--- src/rtl/imem_loader_pkg.sv ---
// Shared definitions for the instruction-memory boot loader: FSM states,
// frame constants and the big-endian byte-lane mapping of the instruction memory.
package imem_loader_pkg;

   typedef enum logic [2:0] {
      ST_IDLE,
      ST_LEN_HI,
      ST_LEN_LO,
      ST_PAYLOAD,
      ST_CHECK,
      ST_DONE,
      ST_ERR
   } state_e;

   localparam int LEN_BYTES      = 2;
   localparam int BYTES_PER_WORD = 4;
   localparam int LANE_W         = $clog2(BYTES_PER_WORD);

   // Byte at address (word_addr + lane) lives in bits [31-8*lane -: 8].
   function automatic logic [31:0] be_insert(input logic [31:0]       word,
                                             input logic [LANE_W-1:0] lane,
                                             input logic [7:0]        b);
      logic [31:0] w;
      w = word;
      w[8*(BYTES_PER_WORD-1-int'(lane)) +: 8] = b;
      return w;
   endfunction

endpackage

--- src/rtl/imem_word_packer.sv ---
// Assembles accepted payload bytes into big-endian words, keeps the running
// XOR checksum and pulses word_valid_o the cycle after a word completes.
module imem_word_packer
   import imem_loader_pkg::*;
(
   input  logic              clk,
   input  logic              rst,
   input  logic              clr_i,
   input  logic              byte_vld_i,
   input  logic [7:0]        byte_i,
   output logic              last_byte_o,
   output logic              word_valid_o,
   output logic [31:0]       word_o,
   output logic [7:0]        csum_o
);

   logic [LANE_W-1:0] lane_q;
   logic [31:0]       word_q;
   logic [7:0]        csum_q;
   logic              word_valid_q;

   assign last_byte_o = byte_vld_i && (lane_q == LANE_W'(BYTES_PER_WORD-1));

   always_ff @(posedge clk) begin
      if (rst) begin
         lane_q       <= '0;
         word_q       <= '0;
         csum_q       <= '0;
         word_valid_q <= 1'b0;
      end else begin
         word_valid_q <= last_byte_o;
         if (clr_i) begin
            lane_q <= '0;
            csum_q <= '0;
         end else if (byte_vld_i) begin
            lane_q <= lane_q + 1'b1;
            word_q <= be_insert(word_q, lane_q, byte_i);
            csum_q <= csum_q ^ byte_i;
         end
      end
   end

   assign word_valid_o = word_valid_q;
   assign word_o       = word_q;
   assign csum_o       = csum_q;

endmodule

--- src/rtl/imem_loader.sv ---
// Boot-time loader: parses a length/payload/checksum byte frame, writes words
// into the instruction memory and holds the core in reset until the image checks out.
module imem_loader
   import imem_loader_pkg::*;
#(
   parameter int          MEM_BYTES = 1024,
   parameter logic [31:0] BASE_ADDR = 32'h0
) (
   input  logic        clk,
   input  logic        rst,
   input  logic        start,
   input  logic        in_valid,
   input  logic [7:0]  in_data,
   output logic        in_ready,
   output logic        wr_en,
   output logic [31:0] wr_addr,
   output logic [31:0] wr_data,
   output logic        cpu_hold,
   output logic        done,
   output logic        error
);

   localparam int LEN_W = 8*LEN_BYTES;
   localparam logic [LEN_W:0] MAX_WORDS = (LEN_W+1)'(MEM_BYTES/BYTES_PER_WORD);

   state_e           state_q, state_d;
   logic [7:0]       len_hi_q;
   logic [LEN_W-1:0] words_q;
   logic [31:0]      addr_q;

   logic             hs, clr, pk_vld, last_byte, word_valid;
   logic [7:0]       csum;
   logic [LEN_W-1:0] n_len;

   assign hs    = in_valid && in_ready;
   assign n_len = {len_hi_q, in_data};

   imem_word_packer u_packer (
      .clk         (clk),
      .rst         (rst),
      .clr_i       (clr),
      .byte_vld_i  (pk_vld),
      .byte_i      (in_data),
      .last_byte_o (last_byte),
      .word_valid_o(word_valid),
      .word_o      (wr_data),
      .csum_o      (csum)
   );

   always_ff @(posedge clk) begin
      if (rst) state_q <= ST_IDLE;
      else     state_q <= state_d;
   end

   always_comb begin
      state_d  = state_q;
      in_ready = 1'b0;
      clr      = 1'b0;
      pk_vld   = 1'b0;
      unique case (state_q)
         ST_IDLE: begin
            clr     = 1'b1;
            state_d = ST_LEN_HI;
         end
         ST_LEN_HI: begin
            in_ready = 1'b1;
            if (hs) state_d = ST_LEN_LO;
         end
         ST_LEN_LO: begin
            in_ready = 1'b1;
            if (hs) begin
               if ({1'b0, n_len} > MAX_WORDS) state_d = ST_ERR;
               else if (n_len == '0)          state_d = ST_CHECK;
               else                           state_d = ST_PAYLOAD;
            end
         end
         ST_PAYLOAD: begin
            in_ready = 1'b1;
            pk_vld   = hs;
            if (last_byte && words_q == LEN_W'(1)) state_d = ST_CHECK;
         end
         ST_CHECK: begin
            in_ready = 1'b1;
            if (hs) state_d = (in_data == csum) ? ST_DONE : ST_ERR;
         end
         ST_DONE, ST_ERR: begin
            if (start) begin
               clr     = 1'b1;
               state_d = ST_LEN_HI;
            end
         end
         default: state_d = ST_IDLE;
      endcase
   end

   // Address advances the cycle after the write strobe, so wr_en sees the old address.
   always_ff @(posedge clk) begin
      if (rst) begin
         len_hi_q <= '0;
         words_q  <= '0;
         addr_q   <= BASE_ADDR;
      end else begin
         if (state_q == ST_LEN_HI && hs) len_hi_q <= in_data;
         if (state_q == ST_LEN_LO && hs) begin
            words_q <= n_len;
            addr_q  <= BASE_ADDR;
         end else begin
            if (last_byte)  words_q <= words_q - 1'b1;
            if (word_valid) addr_q  <= addr_q + 32'd4;
         end
      end
   end

   assign wr_en    = word_valid;
   assign wr_addr  = addr_q;
   assign done     = (state_q == ST_DONE);
   assign error    = (state_q == ST_ERR);
   assign cpu_hold = (state_q != ST_DONE);

endmodule
--- config.mk ---
export PLATFORM = sky130hd
export DESIGN_NAME = imem_loader
export DESIGN_NICKNAME = d
export VERILOG_FILES = /design/src/rtl/imem_loader_pkg.sv /design/src/rtl/imem_word_packer.sv /design/src/rtl/imem_loader.sv
export SDC_FILE = /design/constraint.sdc
export NUM_CORES = 1
export LEC_CHECK = 0
export CAP_MARGIN = 20
export CELL_PAD_IN_SITES_DETAIL_PLACEMENT = 1
export CELL_PAD_IN_SITES_GLOBAL_PLACEMENT = 1
export CORE_MARGIN = 2
export CORE_UTILIZATION = 30
export CTS_BUF_LIST = sky130_fd_sc_hd__clkbuf_2 sky130_fd_sc_hd__clkbuf_4 sky130_fd_sc_hd__clkbuf_8
export DETAILED_ROUTE_END_ITERATION = 8
export PLACE_DENSITY_LB_ADDON = 0.05
export SLEW_MARGIN = 5
export SYNTH_ARGS = -nofsm -noshare
export SYNTH_HDL_FRONTEND = slang
export SYNTH_SLANG_ARGS = --single-unit
--- constraint.sdc ---
create_clock -name clk -period 5.65 [get_ports clk]
set_clock_uncertainty 0.15 [all_clocks]
set_input_delay 1.13 -clock clk [delete_from_list [all_inputs] [get_ports clk]]
set_output_delay 1.13 -clock clk [all_outputs]
set_load 0.1 [all_outputs]
# Yosys cells after proc, flatten, opt, wreduce, memory -nomap -nowiden
# Index checks and enable logic that the tools add are counted.
# word_totals
inputBits	12
ff_bits	102
latchBits	0
out_inout_bits	69
mem_bits_rw	0
rom_bits	0
mem_count	0
# classes
add_sub_neg	5
n_div	0
order_cmp	1
mul	0
mux	16
reduce_logical	14
n_bitwise	2
n_eq_ne	15
shift	2
# ops
cell	n
$neg 32->33	1
$shift 8x33->32 const A	1
$shiftx 8x33->32	1
$add 32x3->32 const B	1
$bwmux 32	1
$mux 16	2
$mux 3	7
$pmux 3 s6	1
$eq 16x1->1 const B	1
$gt 16x9->1 const B	1
$logic_not 16->1	1
$sub 16x1->16 const B	1
$ne 2x2->1 const B	5
$eq 3x3->1 const B	3
$eq 8x8->1	1
$xor 8x8->8	1
$eq 3x2->1 const B	2
$reduce_or 2->1	3
$logic_and 1x1->1	5
$reduce_and 5->1	1
$reduce_or 4->1	1
$eq 3x1->1 const B	1
$logic_not 3->1	1
$mux 1	3
9 further kinds	9

# Depth between registers and ports, before layout
# Gate-level depths: netlist of run 1.
# depth
word_depth	9
ltp_mapped	7

# Hierarchy
# Synthesis of run 1 repeated with hierarchy kept, for this count alone.
# hier_totals
cells_unflattened	489
area_unflattened_um2	4558.1
# by_module_without_submodules
mod	seq_area_each_um2	area_per_inst_um2	cells_per_inst	instances
imem_loader	1141.1	2871.5	329	1
imem_word_packer	860.8	1686.6	160	1

# Worst setup path before layout of run 1
# No wires, ideal clock.
# synth_path
kind	reg2out
startpoint	register state_q[1]
endpoint	output port error
setup_slack_ns	1.763
n_path_buf	1
t_arrival_ns	2.607
path_stages_with_launch	4
cell_sequence	dfxtp_1 -> buf_2 -> inv_1 -> nor3_1
# synth_via
elab_chain_cells	1
# synth_lines
element	line_no	text
start: declaration	imem_loader.sv:26	state_e state_q, state_d;
start signal: assignment	imem_loader.sv:52	else state_q <= state_d;
$eq 3x3->1	imem_loader.sv:117	assign error = (state_q == ST_ERR);
end: declaration	imem_loader.sv:20	output logic error
# No other way between the ends.

# Final worst setup path of run 1
# layout_path
startpoint	register state_q[2]
endpoint	output port error
# The elaborated chain is that of the path after synthesis.

==> impl_metrics.toml, run 1 <==
[clock_network]
cts.path.max_buffers = 2
cts_made_buffers = 9
cts_sinks = 100
skew_pair_late_insertion_delay_ps = 380
cell_chosen_for_the_clock_root = "sky130_fd_sc_hd__clkbuf_8"
ctsResizeCount = 0
clkSlewWorstSetupHoldPaths_ps = 90
postCtsSetupBuffers = 0
cts_hold_repair.buffers = 0
tritoncts_clock_tree = "done"
cts_htree_levels = 3

[worst_setup_path]
timing_worst_setup_path_type = "reg -> out"
cp-end-kind = "primary output"
cp.arrival_ps = 2440
timing.critical_path.fanout_max = 11
critical_path.startpoint_type = "flop"
worst-endpoint-required_ps = 4370

[die]
fp.dieArea_um2 = 16500
fp.dieW_um = 129
core_region_area_um2 = 15200
initial_utilization_pct = 30.6
io_pins = 81
die_height_um = 129
standard_cell_rows = 45

[layout]
seq_area_um2 = 2000
antenna_cells_inserted = 0
drive_above_1_share_pct = 5.45
area.growth.synth_to_final_pct = 22.2
multi_input_comb_area_um2 = 2430
fillers = 1811
fin_nets = 639

[drt]
vias = 4122
drt_drc_violations_left = 0
drtPass1Iterations = 4
drt_first_iter_violations = 111
detail_route.wirelength_mm = 13.3
vias_per_cell = 5.08
drt-wirelength-per-cell_um = 16.4
antenna_left = 0

[sta]
max_freq_mhz = 269
rsz0062_at_grt = "no"
final.min_clock_period_ps = 3720
finalSetupViolCount = 0
fin_hold_ws_ps = 310
final_min_period_over_clock_period_pct = 65.9
hold_violations = 0
setup-tns-final_ps = 0
tightestPinTransition_ps = 1020
count_of_pins_over_their_slew_limit = 0
max_slew_margin_pct = 31.6

[power]
p_leak_nw = 1.90
power.share.combinational_pct = 24.7
p_int_mw = 1.08
power_switching_share_pct = 35.4
pwr_density_cell_nw_per_um2 = 293
vdd_ir_drop_max_mv = 0.160
pwr-share-clk_pct = 28.4
p_seq_share_pct = 46.9
switchingPower_mw = 0.590

[grt]
antenna_found_initial = 0
pin_count_of_the_biggest_net_entering_global_routing = 45
grt_overflow = 0
grt_first_pass_wirelength_mm = 21.6
globalRouteTotalUtil_pct = 16.6
vias_in_the_first_global_route = 4155

[synthesis]
synth_seq_area_share_pct = 43.0
synth.avg_cell_area_um2 = 8.26
ys_seq_elements = 100
synth-edff-count = 0
synth_commonest_cells = "100 x sky130_fd_sc_hd__dfxtp_1, 73 x sky130_fd_sc_hd__nand2_1, 69 x sky130_fd_sc_hd__nor2_1"
synth.top_cell.area_share_pct = 43.0
biggest_area_consumer_among_synthesized_cells = "sky130_fd_sc_hd__dfxtp_1"
synth_ff_type = "sky130_fd_sc_hd__dfxtp_1"
yosysMostFrequentCell = "sky130_fd_sc_hd__dfxtp_1"
ys_warn_count = 0
asyncSetResetFlopFracSynth_pct = 0
netlist_top_cells_area = "sky130_fd_sc_hd__dfxtp_1 43%, sky130_fd_sc_hd__xor2_1 6.6%, sky130_fd_sc_hd__nand2_1 5.9%"
synth.distinct_cells = 59
netlist_area_um2 = 4650
netlist_instances = 563

[placement]
final_replace_weighted_congestion = 0.761
place.port_buffers = 78
place.detailed.hpwl_mm = 8.94

[status]
run_status = "finished, final reports clean"

[run]
cap_violations = 0

[min_path]
hold_path.class = "reg -> reg"
[kinds of logic after synthesis]
kind of cell	count (synthesis)	synth area share [%]
AND/OR/NAND/NOR	269	28.1
flip-flops	100	43.0
AO/OA/AOI/OAI	82	10.4
XOR/XNOR	46	8.66
buffers and inverters	45	4.89
multiplexers	12	2.66
adder cells (fa/ha/maj)	8	2.15
other	1	0.0806
[cell usage in the layout (no fill, tap or decap), types with 3 or more instances in the layout]
cell type,instances
sky130_fd_sc_hd__a21oi_1,50
sky130_fd_sc_hd__a31oi_1,6
sky130_fd_sc_hd__and2_1,5
sky130_fd_sc_hd__and2b_2,3
sky130_fd_sc_hd__and3_1,4
sky130_fd_sc_hd__clkbuf_8,9
sky130_fd_sc_hd__clkdlybuf4s50_1,77
sky130_fd_sc_hd__dfxtp_1,100
sky130_fd_sc_hd__ha_1,8
sky130_fd_sc_hd__inv_1,9
sky130_fd_sc_hd__mux2_2,3
sky130_fd_sc_hd__mux2i_1,9
sky130_fd_sc_hd__nand2_1,73
sky130_fd_sc_hd__nand3_1,49
sky130_fd_sc_hd__nand4_1,16
sky130_fd_sc_hd__nor2_1,69
sky130_fd_sc_hd__nor3_1,11
sky130_fd_sc_hd__nor4_1,8
sky130_fd_sc_hd__o211ai_1,4
sky130_fd_sc_hd__o21ai_0,3
sky130_fd_sc_hd__or3_1,7
sky130_fd_sc_hd__or4_1,5
sky130_fd_sc_hd__xnor2_1,11
sky130_fd_sc_hd__xor2_1,35
[worst paths after layout]
path | startpoint | endpoint | slack (ps) | cells after the start
setup reg to reg | state_q[0]$_SDFFE_PP0P_ | words_q[8]$_SDFFE_PP0P_ | 2620 | 5
setup / recovery | state_q[2]$_SDFFE_PP0P_ | error | 1930 | 3
hold reg to reg | u_packer.word_o[12]$_SDFFE_PP0P_ | u_packer.word_o[12]$_SDFFE_PP0P_ | 310 | 2
hold / removal | u_packer.word_o[12]$_SDFFE_PP0P_ | u_packer.word_o[12]$_SDFFE_PP0P_ | 310 | 2
[cell type report]
type                            instances  area share (%)
Tap cell                              188            4.14
Inverter                                9           0.594
Sequential cell                       100            35.2
Clock inverter                          6            1.14
Timing Repair Buffer                   80            13.9
Clock buffer                           10            2.31
Multi-Input combinational cell        419            42.7
[critical path, stage by stage (launching register included)]
cell and delay [ps]:
sky130_fd_sc_hd__dfxtp_1 560, sky130_fd_sc_hd__inv_1 140, sky130_fd_sc_hd__nor3_1 200, sky130_fd_sc_hd__clkdlybuf4s50_1 1160
[power groups by stage]
stage / logic, mW / registers, mW / clock network, mW
floorplan: 0.330 / 0.792 / 0
global placement: 0.410 / 0.796 / 0
detailed placement: 0.413 / 0.796 / 0
CTS: 0.415 / 0.780 / 0.497
global route: 0.447 / 0.788 / 0.523
finish: 0.412 / 0.781 / 0.473
[state kept, by name, summed over array words and instances, names as in the netlist]
signal / count
len_hi_q: 8
u_packer.lane_q: 2
words_q: 16
u_packer.word_o: 32
u_packer.csum_o: 8
state_q: 3
u_packer.word_valid_o: 1
wr_addr: 30
[through the flow]
step	std cells	setup WS [ps]	power, mW	cell area [um2]	utilization (%)
global placement	796	1690	1.21	5490	36.1
detailed placement	796	1550	1.21	5490	36.1
global route	812	1750	1.76	5680	37.4
finish	812	1930	1.67	5680	37.4
CTS	812	1910	1.69	5680	37.4
floorplan	564	1760	1.12	4660	-
[layer usage]
layer | part of all wire [%] | global-route usage [%] | up-vias | wire [um]
met5 | 0 | 0 | - | 0
met4 | 1.7 | 5.88 | 0 | 223
met3 | 2.7 | 3.33 | 18 | 355
met2 | 48 | 28.2 | 59 | 6410
met1 | 47 | 21.2 | 2007 | 6320
li1 | - | - | 2038 | -
No activity file was read; power rests on OpenSTA's default activity.
==> inputs of run 2 (changes only) <==
clock period = 3.7 ns   (was 5.65 ns; I/O delays follow)
==> run 2 against run 1 <==
Against the previous run: final cell count increased by 1.7%; clock power increased by 48%; combinational power increased by 55%; clock-buffer cell count increased by 3; largest cell class unchanged; highest routed layer unchanged; register-to-register slack got worse by 1500 ps; via count increased by 1.3%; wire length increased by 2.2%; design area increased by 1.4%.
==> impl_metrics.toml, run 2 (synthesized netlist as in run 1, its figures left out) <==
[power]
post-layout-total-power_mw = 2.53
p_int_mw = 1.64
power.share.combinational_pct = 25.2
p_seq_share_pct = 47.1
power_switching_share_pct = 35.2
switchingPower_mw = 0.890
vdd_ir_drop_max_mv = 0.242
pwr_density_cell_nw_per_um2 = 439
pwr-share-clk_pct = 27.7
p_leak_nw = 1.99

[grt]
vias_in_the_first_global_route = 4309
grt_first_pass_wirelength_mm = 22.6
antenna_found_initial = 0
grt_overflow = 0
globalRouteTotalUtil_pct = 17.2
pin_count_of_the_biggest_net_entering_global_routing = 40

[run]
cap_violations = 0

[sta]
max_slew_margin_pct = 33.1
setup-tns-final_ps = 0
max_freq_mhz = 347
rsz0062_at_grt = "no"
count_of_pins_over_their_slew_limit = 0
final_min_period_over_clock_period_pct = 78.0
hold_violations = 0
tightestPinTransition_ps = 995
final.min_clock_period_ps = 2890
finalSetupViolCount = 0

[clock_network]
postCtsSetupBuffers = 0
ctsResizeCount = 0
clkSlewWorstSetupHoldPaths_ps = 100
tritoncts_clock_tree = "done"
cts.path.max_buffers = 2
cell_chosen_for_the_clock_root = "sky130_fd_sc_hd__clkbuf_8"
skew_pair_late_insertion_delay_ps = 380
cts_made_buffers = 9
cts_sinks = 100
cts_hold_repair.buffers = 0
cts_htree_levels = 3

[layout]
antenna_cells_inserted = 0
fin_nets = 653
largest_register_ff_count = 32
area.growth.synth_to_final_pct = 23.9
commonest_non_fill_non_tap_cells_in_the_layout = "100 x sky130_fd_sc_hd__dfxtp_1, 73 x sky130_fd_sc_hd__nand2_1, 69 x sky130_fd_sc_hd__nor2_1"
mostFrequentLayoutCell = "sky130_fd_sc_hd__dfxtp_1"
fillers = 1816
drive_above_1_share_pct = 8.93

[drt]
drt_first_iter_violations = 148
antenna_left = 0
drtPass1Iterations = 5
vias = 4177
vias_per_cell = 5.06
drt-wirelength-per-cell_um = 16.5
detail_route.wirelength_mm = 13.6
drt_drc_violations_left = 0

[worst_setup_path]
crit_slowest_cell = "sky130_fd_sc_hd__clkdlybuf4s50_1"
cpPeakStageDelay_ps = 1170
cp-end-kind = "primary output"
worst-endpoint-required_ps = 2810
worstPathCellList = "clkdlybuf4s50_1"
critPathTopFamily = "buffers and inverters"
critical_path.n_buffers_inverters = 1
timing_worst_setup_path_type = "reg -> out"
timing.critical_path.fanout_max = 6
critical_path.startpoint_type = "flop"
cp.arrival_ps = 2000

[die]
standard_cell_rows = 45
core_region_area_um2 = 15200
fp.dieW_um = 129
die_height_um = 129
fp.dieArea_um2 = 16500
io_pins = 81
initial_utilization_pct = 30.6

[min_path]
hold_path.class = "reg -> reg"

[placement]
place.detailed.hpwl_mm = 9.51
place.port_buffers = 78
final_replace_weighted_congestion = 0.769

[status]
run_status = "finished, final reports clean"
-- run 2: changes by cell type in the layout (fill, tap and decap cells not counted), sizes merged --
cell           delta
clkinv            -2
inv               +1
buf              +23
clkdlybuf4s50     -9
clkinvlp          -1
clkbuf            +3
bufinv            -1
-- run 2: worst paths after layout --
| path | from | endpoint | slack (ps) | cells after the start |
|---|---|---|---|---|
| worst min register to register | u_packer.word_o[16]$_SDFFE_PP0P_ | u_packer.word_o[16]$_SDFFE_PP0P_ | 310 | 2 |
| worst max-delay path | wr_addr[14]$_SDFFE_PP0P_ | wr_addr[14] | 810 | 1 |
| worst min-delay path | u_packer.word_o[16]$_SDFFE_PP0P_ | u_packer.word_o[16]$_SDFFE_PP0P_ | 310 | 2 |
| worst max register to register | u_packer.lane_q[0]$_SDFFE_PP0N_ | words_q[7]$_SDFFE_PP0P_ | 1140 | 6 |
-- run 2: power groups by stage --
| stage | clock network (mW) | logic [mW] | registers, mW |
|---|---|---|---|
| after CTS | 0.744 | 0.644 | 1.19 |
| after global placement | 0 | 0.638 | 1.22 |
| after floorplan | 0 | 0.505 | 1.21 |
| final | 0.701 | 0.637 | 1.19 |
| after detailed placement | 0 | 0.641 | 1.22 |
| after global routing | 0.781 | 0.690 | 1.20 |
-- run 2: metal layers --
layer,track usage [%],part of all wire (%),up-vias
li1,-,-,2069
met1,21.8,47,2032
met2,29.5,49,65
met3,4.03,3.1,11
met4,4.60,1.3,0
met5,0,0,-
-- run 2: layout make-up --
| type | count | area [um2] | share of cell area (%) |
|---|---|---|---|
| clock buffers | 13 | 173 | 3.00 |
| well taps | 188 | 235 | 4.08 |
| multi-input cells | 419 | 2430 | 42.1 |
| flip-flops and latches | 100 | 2000 | 34.7 |
| repair buffers | 94 | 873 | 15.2 |
| inverters | 9 | 33.8 | 0.586 |
| clock inverters | 3 | 18.8 | 0.326 |
-- run 2: per-stage QoR --
stage	hold slack (ps)	std cells	area (um2)	utilization, %	setup slack [ps]
after floorplan	286	564	4660	-	203
after global placement	292	810	5570	36.6	792
after detailed placement	298	810	5570	36.6	800
after CTS	312	826	5760	37.9	772
after global routing	326	826	5760	37.9	703
final	306	826	5760	37.9	814
-- run 2: worst reg2reg max path, cell delays in order (launching register included) --
cell,delay (ps)
sky130_fd_sc_hd__dfxtp_1,490
sky130_fd_sc_hd__ha_1,440
sky130_fd_sc_hd__or3b_2,500
sky130_fd_sc_hd__nor4_1,250
sky130_fd_sc_hd__buf_4,200
sky130_fd_sc_hd__mux2_2,330
sky130_fd_sc_hd__a21oi_1,120
